`config.mk`:
```
export PLATFORM = sky130hd
export DESIGN_NAME = qspi_flash_responder_flat
export DESIGN_NICKNAME = d
export VERILOG_FILES = /design/src/rtl/qspi_flash_responder_pkg.sv /design/src/rtl/qspi_flash_responder_if.sv /design/src/rtl/qspi_flash_responder_sync.sv /design/src/rtl/qspi_flash_responder.sv /design/src/flat_wrapper.sv
export SDC_FILE = /design/constraint.sdc
export NUM_CORES = 1
export LEC_CHECK = 0
export BUFFER_PORTS_ARGS = -buffer_cell sky130_fd_sc_hd__buf_2
export CAP_MARGIN = 20
export CORE_MARGIN = 2
export CORE_UTILIZATION = 40
export DETAILED_ROUTE_END_ITERATION = 10
export GPL_ROUTABILITY_DRIVEN = 0
export PLACE_DENSITY_LB_ADDON = 0.1
export SLEW_MARGIN = 20
export SYNTH_ARGS = -nofsm -noshare
export SYNTH_HDL_FRONTEND = slang
export SYNTH_SLANG_ARGS = --single-unit
```
`constraint.sdc`:
```
create_clock -name HCLK -period 4 [get_ports HCLK]
set_clock_uncertainty 0.05 [all_clocks]
set_input_delay 0.8 -clock HCLK [delete_from_list [all_inputs] [get_ports HCLK]]
set_output_delay 0.8 -clock HCLK [all_outputs]
set_load 0.01 [all_outputs]
```
`src/rtl/qspi_flash_responder_pkg.sv`:
```
// Shared constants for the QSPI flash responder: opcodes, FSM state codes
// and phase lengths.
package qspi_resp_pkg;

  localparam logic [7:0] OP_WREN  = 8'h06;
  localparam logic [7:0] OP_WRSR  = 8'h01;
  localparam logic [7:0] OP_QREAD = 8'hEB;

  typedef logic [2:0] state_t;

  localparam state_t ST_IDLE   = 3'd0;
  localparam state_t ST_CMD    = 3'd1;
  localparam state_t ST_WRSR   = 3'd2;
  localparam state_t ST_ADDR   = 3'd3;
  localparam state_t ST_MODE   = 3'd4;
  localparam state_t ST_DUMMY  = 3'd5;
  localparam state_t ST_DATA   = 3'd6;
  localparam state_t ST_IGNORE = 3'd7;

  localparam int CMD_BITS  = 8;
  localparam int WRSR_BITS = 16;
  localparam int ADDR_NIBS = 6;
  localparam int MODE_NIBS = 2;

endpackage

```
`src/rtl/qspi_flash_responder_if.sv`:
```
// Flash link plus byte-wide memory port seen by the responder.
interface qspi_flash_responder_if #(
  parameter int ADDR_W = 24
);
  logic              sck;
  logic              csn;
  logic [3:0]        io_in;
  logic [3:0]        io_out;
  logic [3:0]        io_oe;
  logic [ADDR_W-1:0] mem_addr;
  logic              mem_rd;
  logic [7:0]        mem_rdata;
  logic              qe;
  logic              cont_mode;

  modport slave (
    input  sck, csn, io_in, mem_rdata,
    output io_out, io_oe, mem_addr, mem_rd, qe, cont_mode
  );

  modport master (
    output sck, csn, io_in, mem_rdata,
    input  io_out, io_oe, mem_addr, mem_rd, qe, cont_mode
  );
endinterface

```
`src/rtl/qspi_flash_responder_sync.sv`:
```
// Two-flop synchronizers for the flash pins and SCK edge pulses in the HCLK domain.
module qspi_resp_sync (
  input  logic       clk_i,
  input  logic       rst_ni,
  input  logic       sck_i,
  input  logic       csn_i,
  input  logic [3:0] io_i,
  output logic       sck_rise_o,
  output logic       sck_fall_o,
  output logic       csn_o,
  output logic [3:0] io_o
);
  logic [1:0] sck_q;
  logic [1:0] csn_q;
  logic [3:0] io_meta_q;
  logic [3:0] io_q;
  logic       sck_prev_q;

  // csn resets high so a reset never looks like the start of a transaction
  always_ff @(posedge clk_i or negedge rst_ni) begin
    if (!rst_ni) begin
      sck_q      <= 2'b00;
      csn_q      <= 2'b11;
      io_meta_q  <= 4'h0;
      io_q       <= 4'h0;
      sck_prev_q <= 1'b0;
    end else begin
      sck_q      <= {sck_q[0], sck_i};
      csn_q      <= {csn_q[0], csn_i};
      io_meta_q  <= io_i;
      io_q       <= io_meta_q;
      sck_prev_q <= sck_q[1];
    end
  end

  assign sck_rise_o = sck_q[1] & ~sck_prev_q;
  assign sck_fall_o = ~sck_q[1] & sck_prev_q;
  assign csn_o      = csn_q[1];
  assign io_o       = io_q;
endmodule

```
`src/rtl/qspi_flash_responder.sv`:
```
// Flash-side end of the quad XIP link: WREN, WRSR (QE bit) and 0xEB quad read
// with continuous-read mode, served from a byte-wide synchronous memory.
module qspi_flash_responder
  import qspi_resp_pkg::*;
#(
  parameter int         ADDR_W     = 24,
  parameter logic       QE_RESET   = 1'b0,
  parameter int         DUMMY_CLKS = 4,
  parameter logic [3:0] CONT_NIB   = 4'hA
) (
  input logic                   HCLK,
  input logic                   HRESETn,
  qspi_flash_responder_if.slave bus
);
  logic       sck_rise, sck_fall, csn_s;
  logic [3:0] io_s;

  qspi_resp_sync u_sync (
    .clk_i      (HCLK),
    .rst_ni     (HRESETn),
    .sck_i      (bus.sck),
    .csn_i      (bus.csn),
    .io_i       (bus.io_in),
    .sck_rise_o (sck_rise),
    .sck_fall_o (sck_fall),
    .csn_o      (csn_s),
    .io_o       (io_s)
  );

  state_t            state_q, state_d;
  logic [4:0]        cnt_q, cnt_d;
  logic [19:0]       sh_q, sh_d;
  logic [ADDR_W-1:0] addr_q, addr_d, maddr_q, maddr_d;
  logic [7:0]        cur_q, cur_d, nxt_q, nxt_d;
  logic              lo_q, lo_d;
  logic              wel_q, wel_d, qe_q, qe_d, cont_q, cont_d;
  logic              rd_q, rd_d, pend_q;
  logic [3:0]        out_q, out_d, oe_q, oe_d;
  logic [19:0]       sh_bit;
  logic [23:0]       sh_nib;

  assign sh_bit = {sh_q[18:0], io_s[0]};
  assign sh_nib = {sh_q[19:0], io_s};

  // cur_q is the byte on the wire; nxt_q receives every memory read and is
  // handed to cur_q once the low nibble of the current byte goes out
  always_comb begin
    state_d = state_q;
    cnt_d   = cnt_q;
    sh_d    = sh_q;
    addr_d  = addr_q;
    maddr_d = maddr_q;
    cur_d   = cur_q;
    nxt_d   = pend_q ? bus.mem_rdata : nxt_q;
    lo_d    = lo_q;
    wel_d   = wel_q;
    qe_d    = qe_q;
    cont_d  = cont_q;
    rd_d    = 1'b0;
    out_d   = out_q;
    oe_d    = oe_q;
    if (csn_s) begin
      state_d = ST_IDLE;
      cnt_d   = '0;
      oe_d    = 4'h0;
    end else begin
      case (state_q)
        ST_IDLE: begin
          state_d = cont_q ? ST_ADDR : ST_CMD;
          cnt_d   = '0;
          lo_d    = 1'b0;
        end
        ST_CMD: if (sck_rise) begin
          sh_d  = sh_bit;
          cnt_d = cnt_q + 5'd1;
          if (cnt_q == 5'(CMD_BITS - 1)) begin
            cnt_d = '0;
            case (sh_bit[7:0])
              OP_WREN: begin
                wel_d   = 1'b1;
                state_d = ST_IGNORE;
              end
              OP_WRSR:  state_d = wel_q ? ST_WRSR : ST_IGNORE;
              OP_QREAD: state_d = qe_q ? ST_ADDR : ST_IGNORE;
              default:  state_d = ST_IGNORE;
            endcase
          end
        end
        ST_WRSR: if (sck_rise) begin
          sh_d  = sh_bit;
          cnt_d = cnt_q + 5'd1;
          if (cnt_q == 5'(WRSR_BITS - 1)) begin
            qe_d    = sh_bit[1];
            wel_d   = 1'b0;
            cnt_d   = '0;
            state_d = ST_IGNORE;
          end
        end
        ST_ADDR: if (sck_rise) begin
          sh_d  = sh_nib[19:0];
          cnt_d = cnt_q + 5'd1;
          if (cnt_q == 5'(ADDR_NIBS - 1)) begin
            addr_d  = sh_nib[ADDR_W-1:0];
            maddr_d = sh_nib[ADDR_W-1:0];
            rd_d    = 1'b1;
            cnt_d   = '0;
            state_d = ST_MODE;
          end
        end
        ST_MODE: if (sck_rise) begin
          sh_d  = sh_nib[19:0];
          cnt_d = cnt_q + 5'd1;
          if (cnt_q == 5'(MODE_NIBS - 1)) begin
            cont_d  = (sh_q[3:0] == CONT_NIB);
            cur_d   = nxt_q;
            cnt_d   = '0;
            state_d = ST_DUMMY;
          end
        end
        ST_DUMMY: if (sck_rise) begin
          cnt_d = cnt_q + 5'd1;
          if (cnt_q == 5'd0) begin
            maddr_d = addr_q + 1'b1;
            rd_d    = 1'b1;
          end
          if (cnt_q == 5'(DUMMY_CLKS - 1)) begin
            cnt_d   = '0;
            lo_d    = 1'b0;
            state_d = ST_DATA;
          end
        end
        ST_DATA: if (sck_fall) begin
          oe_d = 4'hF;
          lo_d = ~lo_q;
          if (!lo_q) begin
            out_d   = cur_q[7:4];
            addr_d  = addr_q + 1'b1;
            maddr_d = addr_q + 1'b1;
            rd_d    = 1'b1;
          end else begin
            out_d = cur_q[3:0];
            cur_d = nxt_q;
          end
        end
        ST_IGNORE: ;
        default: state_d = ST_IDLE;
      endcase
    end
  end

  always_ff @(posedge HCLK or negedge HRESETn) begin
    if (!HRESETn) begin
      state_q <= ST_IDLE;
      cnt_q   <= '0;
      sh_q    <= '0;
      addr_q  <= '0;
      maddr_q <= '0;
      cur_q   <= '0;
      nxt_q   <= '0;
      lo_q    <= 1'b0;
      wel_q   <= 1'b0;
      qe_q    <= QE_RESET;
      cont_q  <= 1'b0;
      rd_q    <= 1'b0;
      pend_q  <= 1'b0;
      out_q   <= 4'h0;
      oe_q    <= 4'h0;
    end else begin
      state_q <= state_d;
      cnt_q   <= cnt_d;
      sh_q    <= sh_d;
      addr_q  <= addr_d;
      maddr_q <= maddr_d;
      cur_q   <= cur_d;
      nxt_q   <= nxt_d;
      lo_q    <= lo_d;
      wel_q   <= wel_d;
      qe_q    <= qe_d;
      cont_q  <= cont_d;
      rd_q    <= rd_d;
      pend_q  <= rd_q;
      out_q   <= out_d;
      oe_q    <= oe_d;
    end
  end

  assign bus.io_out    = out_q;
  assign bus.io_oe     = oe_q;
  assign bus.mem_addr  = maddr_q;
  assign bus.mem_rd    = rd_q;
  assign bus.qe        = qe_q;
  assign bus.cont_mode = cont_q;
endmodule

```
`src/flat_wrapper.sv`:
```
// flat-port wrapper written by rule: the top's interface ports become plain ports
module qspi_flash_responder_flat import qspi_resp_pkg::*;
#(
  parameter int         ADDR_W     = 24,
  parameter logic       QE_RESET   = 1'b0,
  parameter int         DUMMY_CLKS = 4,
  parameter logic [3:0] CONT_NIB   = 4'hA
)
  (HCLK, HRESETn, bus_sck, bus_csn, bus_io_in, bus_mem_rdata, bus_io_out, bus_io_oe, bus_mem_addr, bus_mem_rd, bus_qe, bus_cont_mode);
  qspi_flash_responder_if #(.ADDR_W(ADDR_W)) bus_i ();
  input logic HCLK;
  input logic HRESETn;
  input wire logic [$bits(bus_i.sck)-1:0] bus_sck;
  input wire logic [$bits(bus_i.csn)-1:0] bus_csn;
  input wire logic [$bits(bus_i.io_in)-1:0] bus_io_in;
  input wire logic [$bits(bus_i.mem_rdata)-1:0] bus_mem_rdata;
  output wire logic [$bits(bus_i.io_out)-1:0] bus_io_out;
  output wire logic [$bits(bus_i.io_oe)-1:0] bus_io_oe;
  output wire logic [$bits(bus_i.mem_addr)-1:0] bus_mem_addr;
  output wire logic [$bits(bus_i.mem_rd)-1:0] bus_mem_rd;
  output wire logic [$bits(bus_i.qe)-1:0] bus_qe;
  output wire logic [$bits(bus_i.cont_mode)-1:0] bus_cont_mode;
  assign bus_i.sck = bus_sck;
  assign bus_i.csn = bus_csn;
  assign bus_i.io_in = bus_io_in;
  assign bus_i.mem_rdata = bus_mem_rdata;
  assign bus_io_out = bus_i.io_out;
  assign bus_io_oe = bus_i.io_oe;
  assign bus_mem_addr = bus_i.mem_addr;
  assign bus_mem_rd = bus_i.mem_rd;
  assign bus_qe = bus_i.qe;
  assign bus_cont_mode = bus_i.cont_mode;
  qspi_flash_responder #(.ADDR_W(ADDR_W), .QE_RESET(QE_RESET), .DUMMY_CLKS(DUMMY_CLKS), .CONT_NIB(CONT_NIB)) u_core (.HCLK(HCLK), .HRESETn(HRESETn), .bus(bus_i));
endmodule
```
==> results.sh, run 1 <==
export IMPL_synth_cell_area_um2=6330
export IMPL_hold_buffers=0
export IMPL_syn_avg_cell_area_um2=9.83
export IMPL_row_count=45
export IMPL_numCtsBuffers=17
export IMPL_cts_sinks=116
export IMPL_synth_compound_area_share_pct=16.5
export IMPL_multiInputGateArea_um2=3080
export IMPL_initial_utilization_pct=41.3
export IMPL_final_cell_mix="dfrtp_1, nor2_1, buf_2, nand2_1, a21oi_1"
export IMPL_hold_path_startpoint="u_core.u_sync.io_meta_q[0]$_DFF_PN0_"
export IMPL_r2r_start="u_core.state_q[1]$_DFFE_PN0P_"
export IMPL_crit_path_max_incr_delay_ps=750
export IMPL_crit_chain="nand2_1 > or2_2 > a21oi_1 > nand2_4 > mux2_1"
export IMPL_synthArstFlopShare_pct=100
export IMPL_drv_slew=0
export IMPL_viasPerCell=5.60
export IMPL_dieWidth_um=130
export IMPL_grt_pass1_wl_um=25100
export IMPL_numPortBuffers=50
export IMPL_cts_resized=0
export IMPL_post_route_cells_drive_above_1_share_pct=17.5
export IMPL_grt_max_degree=68
export IMPL_utilization_pct=47.6
export IMPL_num_antenna_cells=0
export IMPL_synth_area_leader_cell="dfrtp_1"
export IMPL_grt_usage_pct=19.2
export IMPL_worstPathArrival_ps=3030
export IMPL_leakage_uw=0.00326
export IMPL_clock_fmax_mhz=358
export IMPL_ys_ff_latch=116
export IMPL_synthFlopType="dfrtp_1"
export IMPL_wl_um=14900
export IMPL_cts_path_max_buffers=2
export IMPL_vdd_drop_max_mv=0.372
export IMPL_path_max_fanout=24
export IMPL_tritoncts="yes"
export IMPL_worstHoldPathType="reg2reg"
export IMPL_r2r_end="u_core.bus.mem_addr[4]$_DFFE_PN0P_"
export IMPL_met3_length_um=675
export IMPL_setup_violations=0
export IMPL_syn_inst=644
export IMPL_die_area_um2=16900
export IMPL_synth_sequential_area_ratio_pct=45.9
export IMPL_synth_mux_area_share_pct=11.9
export IMPL_grt_ovfl_total=0
export IMPL_synth_distinct_cells=70
export IMPL_syn_to_final_growth_pct=15.1
export IMPL_regArea_um2=2910
export IMPL_worst_ep_required_time_ps=4240
export IMPL_topRoutingLayerUsed="met4"
export IMPL_antenna_found_initial=0
export IMPL_routedWlPerCell_um=16.7
export IMPL_post_cts_setup_buffers=0
export IMPL_cap_violations=0
export IMPL_dieHeight_um=130
export IMPL_slew_headroom_pct=33.8
export IMPL_drt_pass1_iterations=5
export IMPL_wl_met2_um=6890
export IMPL_synthSimpleGateAreaFrac_pct=17.5
export IMPL_fillCellCount=1480
export IMPL_fin_total_pwr_uw=4960
export IMPL_status="finished clean"
export IMPL_rsz0062_at_grt="no"
export IMPL_grt_pass1_vias=4832
export IMPL_synthesis_nets=666
export IMPL_synth_area_leaders="dfrtp_1, mux2i_1, mux2_1"
export IMPL_worst_setup_path_type="reg2reg"
export IMPL_final_setup_tns_ps=0
export IMPL_hold_depth=0
export IMPL_yosysWarnings=0
export IMPL_cp_num_buf_inv=0
export IMPL_hold_end="u_core.u_sync.io_o[0]$_DFF_PN0_"
export IMPL_crit_slowest_cell="dfrtp_1"
export IMPL_r2r_slack_ps=1210
export IMPL_reg2reg_depth=5
export IMPL_clockRootBuffer="clkbuf_16"
export IMPL_power_density_nw_per_um2=681
export IMPL_drt_iter0_drc=335
export IMPL_io_pins=51
export IMPL_routed_via_count=4987
export IMPL_h_tree_depth=4
export IMPL_drc_errors=0
export IMPL_core_area_um2=15300
export IMPL_fin_crit_sh_pct=69.8
export IMPL_insertion_delay_ps=420
export IMPL_clk_pin_slew_ps=50
export IMPL_crit_path_end_kind="flop"
export IMPL_final_min_clock_period_ps=2790
export IMPL_final_common_cell="dfrtp_1"
export IMPL_synth_edff_count=0
export IMPL_crit_family="simple AND/OR/NAND/NOR gates"
export IMPL_synth_top_family_by_area="simple AND/OR/NAND/NOR gates"
export IMPL_synth_top_area_share_pct=45.1
export IMPL_hold_viol_final=0
export IMPL_tightestPinTransition_ps=993
export IMPL_synthAdderAreaFrac_pct=1.19
export IMPL_cp_start_kind="flop"
export IMPL_layout_nets=689
export IMPL_hpwl_um=9980
export IMPL_synth_xor_area_share_pct=1.66
export IMPL_wl_met1_um=7130
export IMPL_antenna_left=0
## cells by family after synthesis
family,after synthesis
DFF,116
xor gates and xnor gates,12
and+or+nand+nor,211
adders and majority gates,6
AOI/OAI and AO/OA,161
buffers and inverters,71
muxes,67
## power by group
group / total, uW / internal, uW / switching [uW]
logic: 1320 / 617 / 703
registers: 1940 / 1460 / 482
clock network: 1700 / 1180 / 524
total: 4960 / 3250 / 1710
## synth_stat cells, types with 3 or more instances
cell,instances
dfrtp_1,114
nor2_1,57
nand2_1,46
a21oi_1,44
nand3_1,28
mux2i_1,26
clkbuf_1,25
o21ai_0,24
mux2_1,23
a31oi_1,22
inv_1,19
buf_2,17
a2bb2oi_1,11
mux2_2,10
nor3_1,9
or4_1,9
and3_1,8
mux2_4,8
nor4_1,8
o21a_1,8
o21ai_1,8
o22a_1,8
o22ai_1,7
xor2_1,7
buf_4,6
ha_1,6
or3_1,6
nand4_1,5
o31ai_1,5
xnor2_1,5
a21o_1,4
a211oi_1,3
and2_1,3
and4_1,3
buf_6,3
nor2b_1,3
or2b_2,3
## stage by stage
step | hold slack, ps | std cells | cell area (um^2) | worst slack [ps]
finish | 295 | 891 | 7290 | 1210
global route | 303 | 891 | 7290 | 983
CTS | 297 | 891 | 7290 | 1210
detailed placement | 286 | 859 | 6630 | 1220
global placement | 282 | 859 | 6630 | 1340
floorplan | 281 | 644 | 6330 | 1810
## worst max-delay path by stage
| stage | endpoint | start | cells past startpoint | slack (ps) |
|---|---|---|---|---|
| global route | u_core.bus.mem_addr[3]$_DFFE_PN0P_ | u_core.state_q[2]$_DFFE_PN0P_ | 5 | 980 |
| floorplan | u_core.cur_q[0]$_DFFE_PN0P_ | u_core.cnt_q[1]$_DFFE_PN0P_ | 8 | 1810 |
| global placement | u_core.bus.mem_addr[8]$_DFFE_PN0P_ | u_core.state_q[2]$_DFFE_PN0P_ | 5 | 1340 |
| detailed placement | u_core.bus.mem_addr[4]$_DFFE_PN0P_ | u_core.state_q[2]$_DFFE_PN0P_ | 5 | 1220 |
| finish | u_core.bus.mem_addr[4]$_DFFE_PN0P_ | u_core.state_q[1]$_DFFE_PN0P_ | 5 | 1210 |
| CTS | u_core.bus.mem_addr[4]$_DFFE_PN0P_ | u_core.state_q[1]$_DFFE_PN0P_ | 5 | 1210 |
## metal layers
layer | track usage [%] | vias to the layer above
met5 | 0 | -
met4 | 6.96 | 0
met3 | 4.06 | 16
met2 | 29.9 | 121
met1 | 26.4 | 2448
li1 | - | 2402
## cell type report
type	instances	share of cell area, %
Clock buffer	21	6.18
Multi-Input combinational cell	457	42.3
Inverter	19	0.978
Clock inverter	11	2.81
Tap cell	211	3.62
Timing Repair Buffer	56	4.26
Sequential cell	116	39.9
## registers in the layout (all words and copies together) (netlist names), 5 cells and up
signal / count
u_core.bus.mem_addr: 24
u_core.sh_q: 20
u_core.cur_q: 8
u_core.nxt_q: 8
u_core.addr_q: 24
u_core.cnt_q: 5
(Power assumes the default switching activity.)
==> run 2, diff against run 1 <==
--- a/config.mk
+++ b/config.mk
@@ -5,6 +5,7 @@
 export SDC_FILE = /design/constraint.sdc
 export NUM_CORES = 1
 export LEC_CHECK = 0
+export ABC_AREA = 1
 export BUFFER_PORTS_ARGS = -buffer_cell sky130_fd_sc_hd__buf_2
 export CAP_MARGIN = 20
 export CORE_MARGIN = 2
==> constraint.sdc (replaced) <==
create_clock -name HCLK -period 2.4 [get_ports HCLK]
set_clock_uncertainty 0.05 [all_clocks]
set_input_delay 0.48 -clock HCLK [delete_from_list [all_inputs] [get_ports HCLK]]
set_output_delay 0.48 -clock HCLK [all_outputs]
set_load 0.01 [all_outputs]
==> run 2 against run 1 <==
Net effect: combinational power grew 95%; flip-flop and latch count unchanged; sequential share of layout area up 0.096 points; total power rose by 71%; routed wire length up 5.7%; sequential power rose by 62%; highest routed layer unchanged.
==> results.sh, run 2 <==
export IMPL_status="finished clean"
export IMPL_finalInstanceArea_um2=7270
export IMPL_yosysMostFrequentCell="nand2_1"
export IMPL_power_share_switching_pct=36.8
export IMPL_tightestPinTransition_ps=550
export IMPL_setup_violations=0
export IMPL_synth_area_leader_cell="dfrtp_1"
export IMPL_synth_distinct_cells=35
export IMPL_io_pins=51
export IMPL_slew_headroom_pct=63.2
export IMPL_p_sw_uw=3130
export IMPL_fin_crit_sh_pct=85.6
export IMPL_clock_fmax_mhz=487
export IMPL_synthArstFlopShare_pct=100
export IMPL_cp_start_kind="flop"
export IMPL_synth_area_leaders="dfrtp_1, nand2_1, nand3_1"
export IMPL_power_density_nw_per_um2=1170
export IMPL_initial_utilization_pct=40.8
export IMPL_hpwl_um=11100
export IMPL_post_cts_setup_buffers=0
export IMPL_syn_avg_cell_area_um2=7.51
export IMPL_drc_errors=0
export IMPL_cts_path_max_buffers=2
export IMPL_fin_total_pwr_uw=8490
export IMPL_grt_pass1_wl_um=26700
export IMPL_drv_slew=0
export IMPL_vdd_drop_max_mv=0.642
export IMPL_die_area_um2=16500
export IMPL_fillCellCount=1518
export IMPL_layout_nets=896
export IMPL_wl_um=15700
export IMPL_synthesis_nets=848
export IMPL_viasPerCell=5.13
export IMPL_ys_ff_latch=116
export IMPL_numPortBuffers=50
export IMPL_dieWidth_um=129
export IMPL_final_min_clock_period_ps=2060
export IMPL_rsz0062_at_grt="no"
export IMPL_synth_sequential_area_ratio_pct=46.8
export IMPL_clk_pin_slew_ps=50
export IMPL_utilization_pct=47.8
export IMPL_placed_area_um2=6610
export IMPL_drt_iter0_drc=481
export IMPL_routed_via_count=5517
export IMPL_routedWlPerCell_um=14.6
export IMPL_hold_viol_final=0
export IMPL_row_count=45
export IMPL_cts_sinks=116
export IMPL_clockRootBuffer="clkbuf_16"
export IMPL_synthFlopType="dfrtp_1"
export IMPL_synth_common_cells="nand2_1, dfrtp_1, inv_1"
export IMPL_path_max_fanout=38
export IMPL_worst_setup_path_type="reg2reg"
export IMPL_grt_max_degree=48
export IMPL_dieHeight_um=129
export IMPL_synth_top_area_share_pct=46.0
export IMPL_numCtsBuffers=17
export IMPL_synth_cell_area_um2=6210
export IMPL_insertion_delay_ps=420
export IMPL_final_cell_mix="nand2_1, dfrtp_1, inv_1, nand3_1, o21ai_0"
export IMPL_antenna_found_initial=0
export IMPL_cts_resized=0
export IMPL_syn_inst=826
export IMPL_intPower_uw=5360
export IMPL_post_route_cells_drive_above_1_share_pct=13.4
export IMPL_synth_edff_count=0
export IMPL_drt_pass1_iterations=6
export IMPL_grt_pass1_vias=5384
export IMPL_final_common_cell="nand2_1"
export IMPL_pwr_share_clk_pct=32.6
export IMPL_tritoncts="yes"
export IMPL_h_tree_depth=4
export IMPL_final_setup_tns_ps=0
export IMPL_cap_violations=0
export IMPL_core_area_um2=15200
export IMPL_worstPathArrival_ps=2330
export IMPL_worst_ep_required_time_ps=2670
export IMPL_syn_to_final_growth_pct=17.2
export IMPL_comb_power_share_pct=30.3
export IMPL_worstHoldPathType="in2reg"
export IMPL_antenna_left=0
export IMPL_crit_path_end_kind="flop"
export IMPL_grt_ovfl_total=0
export IMPL_yosysWarnings=0
export IMPL_leakage_uw=0.00369
export IMPL_grt_usage_pct=20.6
export IMPL_num_antenna_cells=0
export IMPL_seqPwrFrac_pct=37.1
## run 2: what timing repair did
item / 4_1_cts / 5_1_grt
endpoints found under the hold margin: 26 / 0
endpoints found under the setup margin: 0 / 0
hold buffers: 1 / 0
## run 2: power groups by stage
stage / sequential (uW) / clock (uW) / combinational, uW
6_report: 3150 / 2770 / 2570
5_1_grt: 3260 / 2910 / 2960
4_1_cts: 3150 / 2830 / 2600
3_3_place_gp: 3160 / 0 / 2550
2_1_floorplan: 3120 / 0 / 1770
3_5_place_dp: 3180 / 0 / 2580
## run 2: worst max-delay path, stage by stage, from the launching register on
cell	delay, ps
dfrtp_1	530
inv_1	170
nand2_2	100
nor2_4	180
inv_1	100
nand3_1	70
nand2_1	110
inv_1	80
buf_4	310
o211ai_1	140
o21ai_0	110
## run 2: layout make-up
class	count	area (um^2)	area share, %
Clock buffer	21	480	6.61
Inverter	85	319	4.39
Multi-Input combinational cell	591	2780	38.2
Sequential cell	116	2910	40.0
Timing Repair Buffer	63	378	5.20
Tap cell	188	235	3.23
Clock inverter	11	174	2.39
## run 2: metal layers
metal | up-vias | routed length, um | track usage [%]
met5 | - | 0 | 0
met4 | 0 | 403 | 8.12
met3 | 29 | 802 | 4.82
met2 | 176 | 7240 | 32.7
met1 | 2550 | 7300 | 27.4
li1 | 2762 | - | -
## run 2: worst paths after layout
| check | end | start | cells after the start | slack [ps] |
|---|---|---|---|---|
| max | u_core.sh_q[14]$_DFFE_PN0P_ | u_core.state_q[0]$_DFFE_PN0P_ | 10 | 340 |
| min | u_core.u_sync.csn_q[0]$_DFF_PN1_ | bus_csn | 1 | 110 |
| max reg2reg | u_core.sh_q[14]$_DFFE_PN0P_ | u_core.state_q[0]$_DFFE_PN0P_ | 10 | 340 |
| min reg2reg | u_core.u_sync.sck_q[1]$_DFF_PN0_ | u_core.u_sync.sck_q[0]$_DFF_PN0_ | 0 | 300 |
| max in group asynchronous | u_core.u_sync.io_meta_q[2]$_DFF_PN0_ | HRESETn | 3 | 1200 |
| min in group asynchronous | u_core.sh_q[18]$_DFFE_PN0P_ | HRESETn | 2 | 500 |
## run 2: per-stage QoR
step	hold WS [ps]	setup WS, ps	std cells
detailed placement	285	355	1042
floorplan	134	685	826
finish	107	345	1075
global placement	282	371	1042
global route	96.2	112	1075
CTS	85.0	347	1075
## run 2: cells by family after synthesis
family | count (synthesis) | share of synthesized area, %
simple gates | 448 | 30.0
xor+xnor | 11 | 1.55
fa+ha+maj | 6 | 1.21
flops | 116 | 46.8
compound gates | 126 | 11.9
buf+inv | 119 | 8.47
==> run 3, diff against run 2 <==
==> constraint.sdc (replaced) <==
create_clock -name HCLK -period 2.61 [get_ports HCLK]
set_clock_uncertainty 0.05 [all_clocks]
set_input_delay 0.522 -clock HCLK [delete_from_list [all_inputs] [get_ports HCLK]]
set_output_delay 0.522 -clock HCLK [all_outputs]
set_load 0.01 [all_outputs]
==> run 3 against run 2 <==
Net effect: routed wire length rose by 0.17%; final cell count fell by 0.28%; die area is the same; count of clock-buffer cells in the layout fell by 3; global-route usage is essentially flat; core utilization down 0.56 points; combinational power is 8.6% lower; setup slack better by 160 ps; register-to-register slack gained 160 ps; sequential share of layout area increased by 0.47 points.
==> results.sh, run 3 (synthesis gave the netlist of run 2 again) <==
export IMPL_clock_fmax_mhz=475
export IMPL_dieHeight_um=129
export IMPL_r2r_start="u_core.state_q[2]$_DFFE_PN0P_"
export IMPL_cts_path_max_buffers=2
export IMPL_numPortBuffers=50
export IMPL_drc_errors=0
export IMPL_slew_headroom_pct=62.7
export IMPL_worstHoldPathType="in2async"
export IMPL_reg2reg_depth=10
export IMPL_cap_violations=0
export IMPL_hold_buffers=0
export IMPL_routed_via_count=5489
export IMPL_status="finished clean"
export IMPL_cp_start_kind="flop"
export IMPL_syn_to_final_growth_pct=15.8
export IMPL_crit_family="flip-flops"
export IMPL_cts_sinks=116
export IMPL_crit_path_max_incr_delay_ps=650
export IMPL_final_min_clock_period_ps=2100
export IMPL_routedWlPerCell_um=14.7
export IMPL_final_common_cell="nand2_1"
export IMPL_worst_ep_required_time_ps=2930
export IMPL_crit_path_end_kind="flop"
export IMPL_post_cts_setup_buffers=0
export IMPL_final_setup_tns_ps=0
export IMPL_initial_utilization_pct=40.8
export IMPL_die_area_um2=16500
export IMPL_rsz0062_at_grt="no"
export IMPL_drt_pass1_iterations=5
export IMPL_layout_nets=893
export IMPL_cp_num_buf_inv=3
export IMPL_r2r_slack_ps=510
export IMPL_crit_chain="inv_2 > nand3_1 > inv_1 > nand2_1 > o21ai_1 > nor2_1 > nand2_2 > inv_2 > o211ai_1 > nand2_1"
export IMPL_numCtsBuffers=17
export IMPL_num_antenna_cells=0
export IMPL_crit_slowest_cell="dfrtp_1"
export IMPL_grt_pass1_wl_um=26400
export IMPL_fin_crit_sh_pct=80.6
export IMPL_viasPerCell=5.12
export IMPL_post_route_cells_drive_above_1_share_pct=13.2
export IMPL_hpwl_um=11100
export IMPL_insertion_delay_ps=430
export IMPL_grt_ovfl_total=0
export IMPL_drv_slew=0
export IMPL_grt_pass1_vias=5340
export IMPL_clockRootBuffer="clkbuf_16"
export IMPL_path_max_fanout=17
export IMPL_clk_pin_slew_ps=60
export IMPL_row_count=45
export IMPL_core_area_um2=15200
export IMPL_fin_cells=1072
export IMPL_final_cell_mix="nand2_1, dfrtp_1, inv_1, nand3_1, o21ai_0"
export IMPL_dpl_cell_count=1040
export IMPL_dieWidth_um=129
export IMPL_grt_usage_pct=20.6
export IMPL_h_tree_depth=4
export IMPL_tightestPinTransition_ps=557
export IMPL_grt_max_degree=39
export IMPL_tritoncts="yes"
export IMPL_drt_iter0_drc=319
export IMPL_wl_um=15800
export IMPL_worst_setup_path_type="reg2reg"
export IMPL_worstPathArrival_ps=2420
export IMPL_hold_viol_final=0
export IMPL_power_density_nw_per_um2=1060
export IMPL_leakage_uw=0.00364
export IMPL_antenna_found_initial=0
export IMPL_setup_violations=0
export IMPL_r2r_end="u_core.bus.mem_addr[6]$_DFFE_PN0P_"
export IMPL_io_pins=51
export IMPL_cts_resized=0
export IMPL_antenna_left=0
export IMPL_vdd_drop_max_mv=0.749
==> run 3: per-layer routing <==
layer / track usage [%] / up-vias / share of wire, %
li1: - / 2742 / -
met1: 25.8 / 2603 / 44
met2: 34.9 / 124 / 50
met3: 5.65 / 20 / 4.7
met4: 6.39 / 0 / 1.5
met5: 0 / - / 0
==> run 3: worst max-delay path by stage <==
stage                                           startpoint                                   to  slack [ps]  depth (start not counted)
after CTS                    u_core.state_q[2]$_DFFE_PN0P_  u_core.bus.mem_addr[18]$_DFFE_PN0P_         540                         11
after detailed placement     u_core.state_q[2]$_DFFE_PN0P_  u_core.bus.mem_addr[18]$_DFFE_PN0P_         570                         11
final                        u_core.state_q[2]$_DFFE_PN0P_   u_core.bus.mem_addr[6]$_DFFE_PN0P_         510                         10
after floorplan           u_core.u_sync.csn_q[1]$_DFF_PN1_          u_core.cnt_q[0]$_DFFE_PN0P_         900                         10
after global routing         u_core.state_q[2]$_DFFE_PN0P_  u_core.bus.mem_addr[19]$_DFFE_PN0P_         280                         11
after global placement         u_core.cnt_q[0]$_DFFE_PN0P_        u_core.state_q[1]$_DFFE_PN0P_         610                         13
==> run 3: final cells by class <==
type | count | area [um^2]
well taps | 188 | 235
multi-input cells | 591 | 2780
clock inverters | 14 | 155
inverters | 85 | 319
repair buffers | 60 | 353
clock buffers | 18 | 439
flip-flops and latches | 116 | 2910
fillers | 1549 | 8020
==> run 3: per-stage QoR <==
step	power [uW]	setup WS (ps)	util [%]	instance area (um^2)	hold slack (ps)
after floorplan	4490	895	-	6210	176
after global placement	5240	605	43.4	6590	284
after detailed placement	5280	574	43.4	6590	285
after CTS	7670	536	47.3	7190	35.5
after global routing	8180	284	47.3	7190	54.2
final	7600	507	47.3	7190	26.9
==> run 3: worst reg2reg max path, stage by stage (launching register included) <==
cell and delay [ps]:
dfrtp_1 650, inv_2 140, nand3_1 170, inv_1 90, nand2_1 90, o21ai_1 90, nor2_1 120, nand2_2 70
inv_2 280, o211ai_1 200, nand2_1 90
==> run 3: report_power, final <==
part           leakage [uW]  total (uW)  internal (uW)  switching [uW]
combinational       0.00186        2350            801            1550
sequential          0.00151        2890           2410             475
clock              0.000275        2360           1440             920
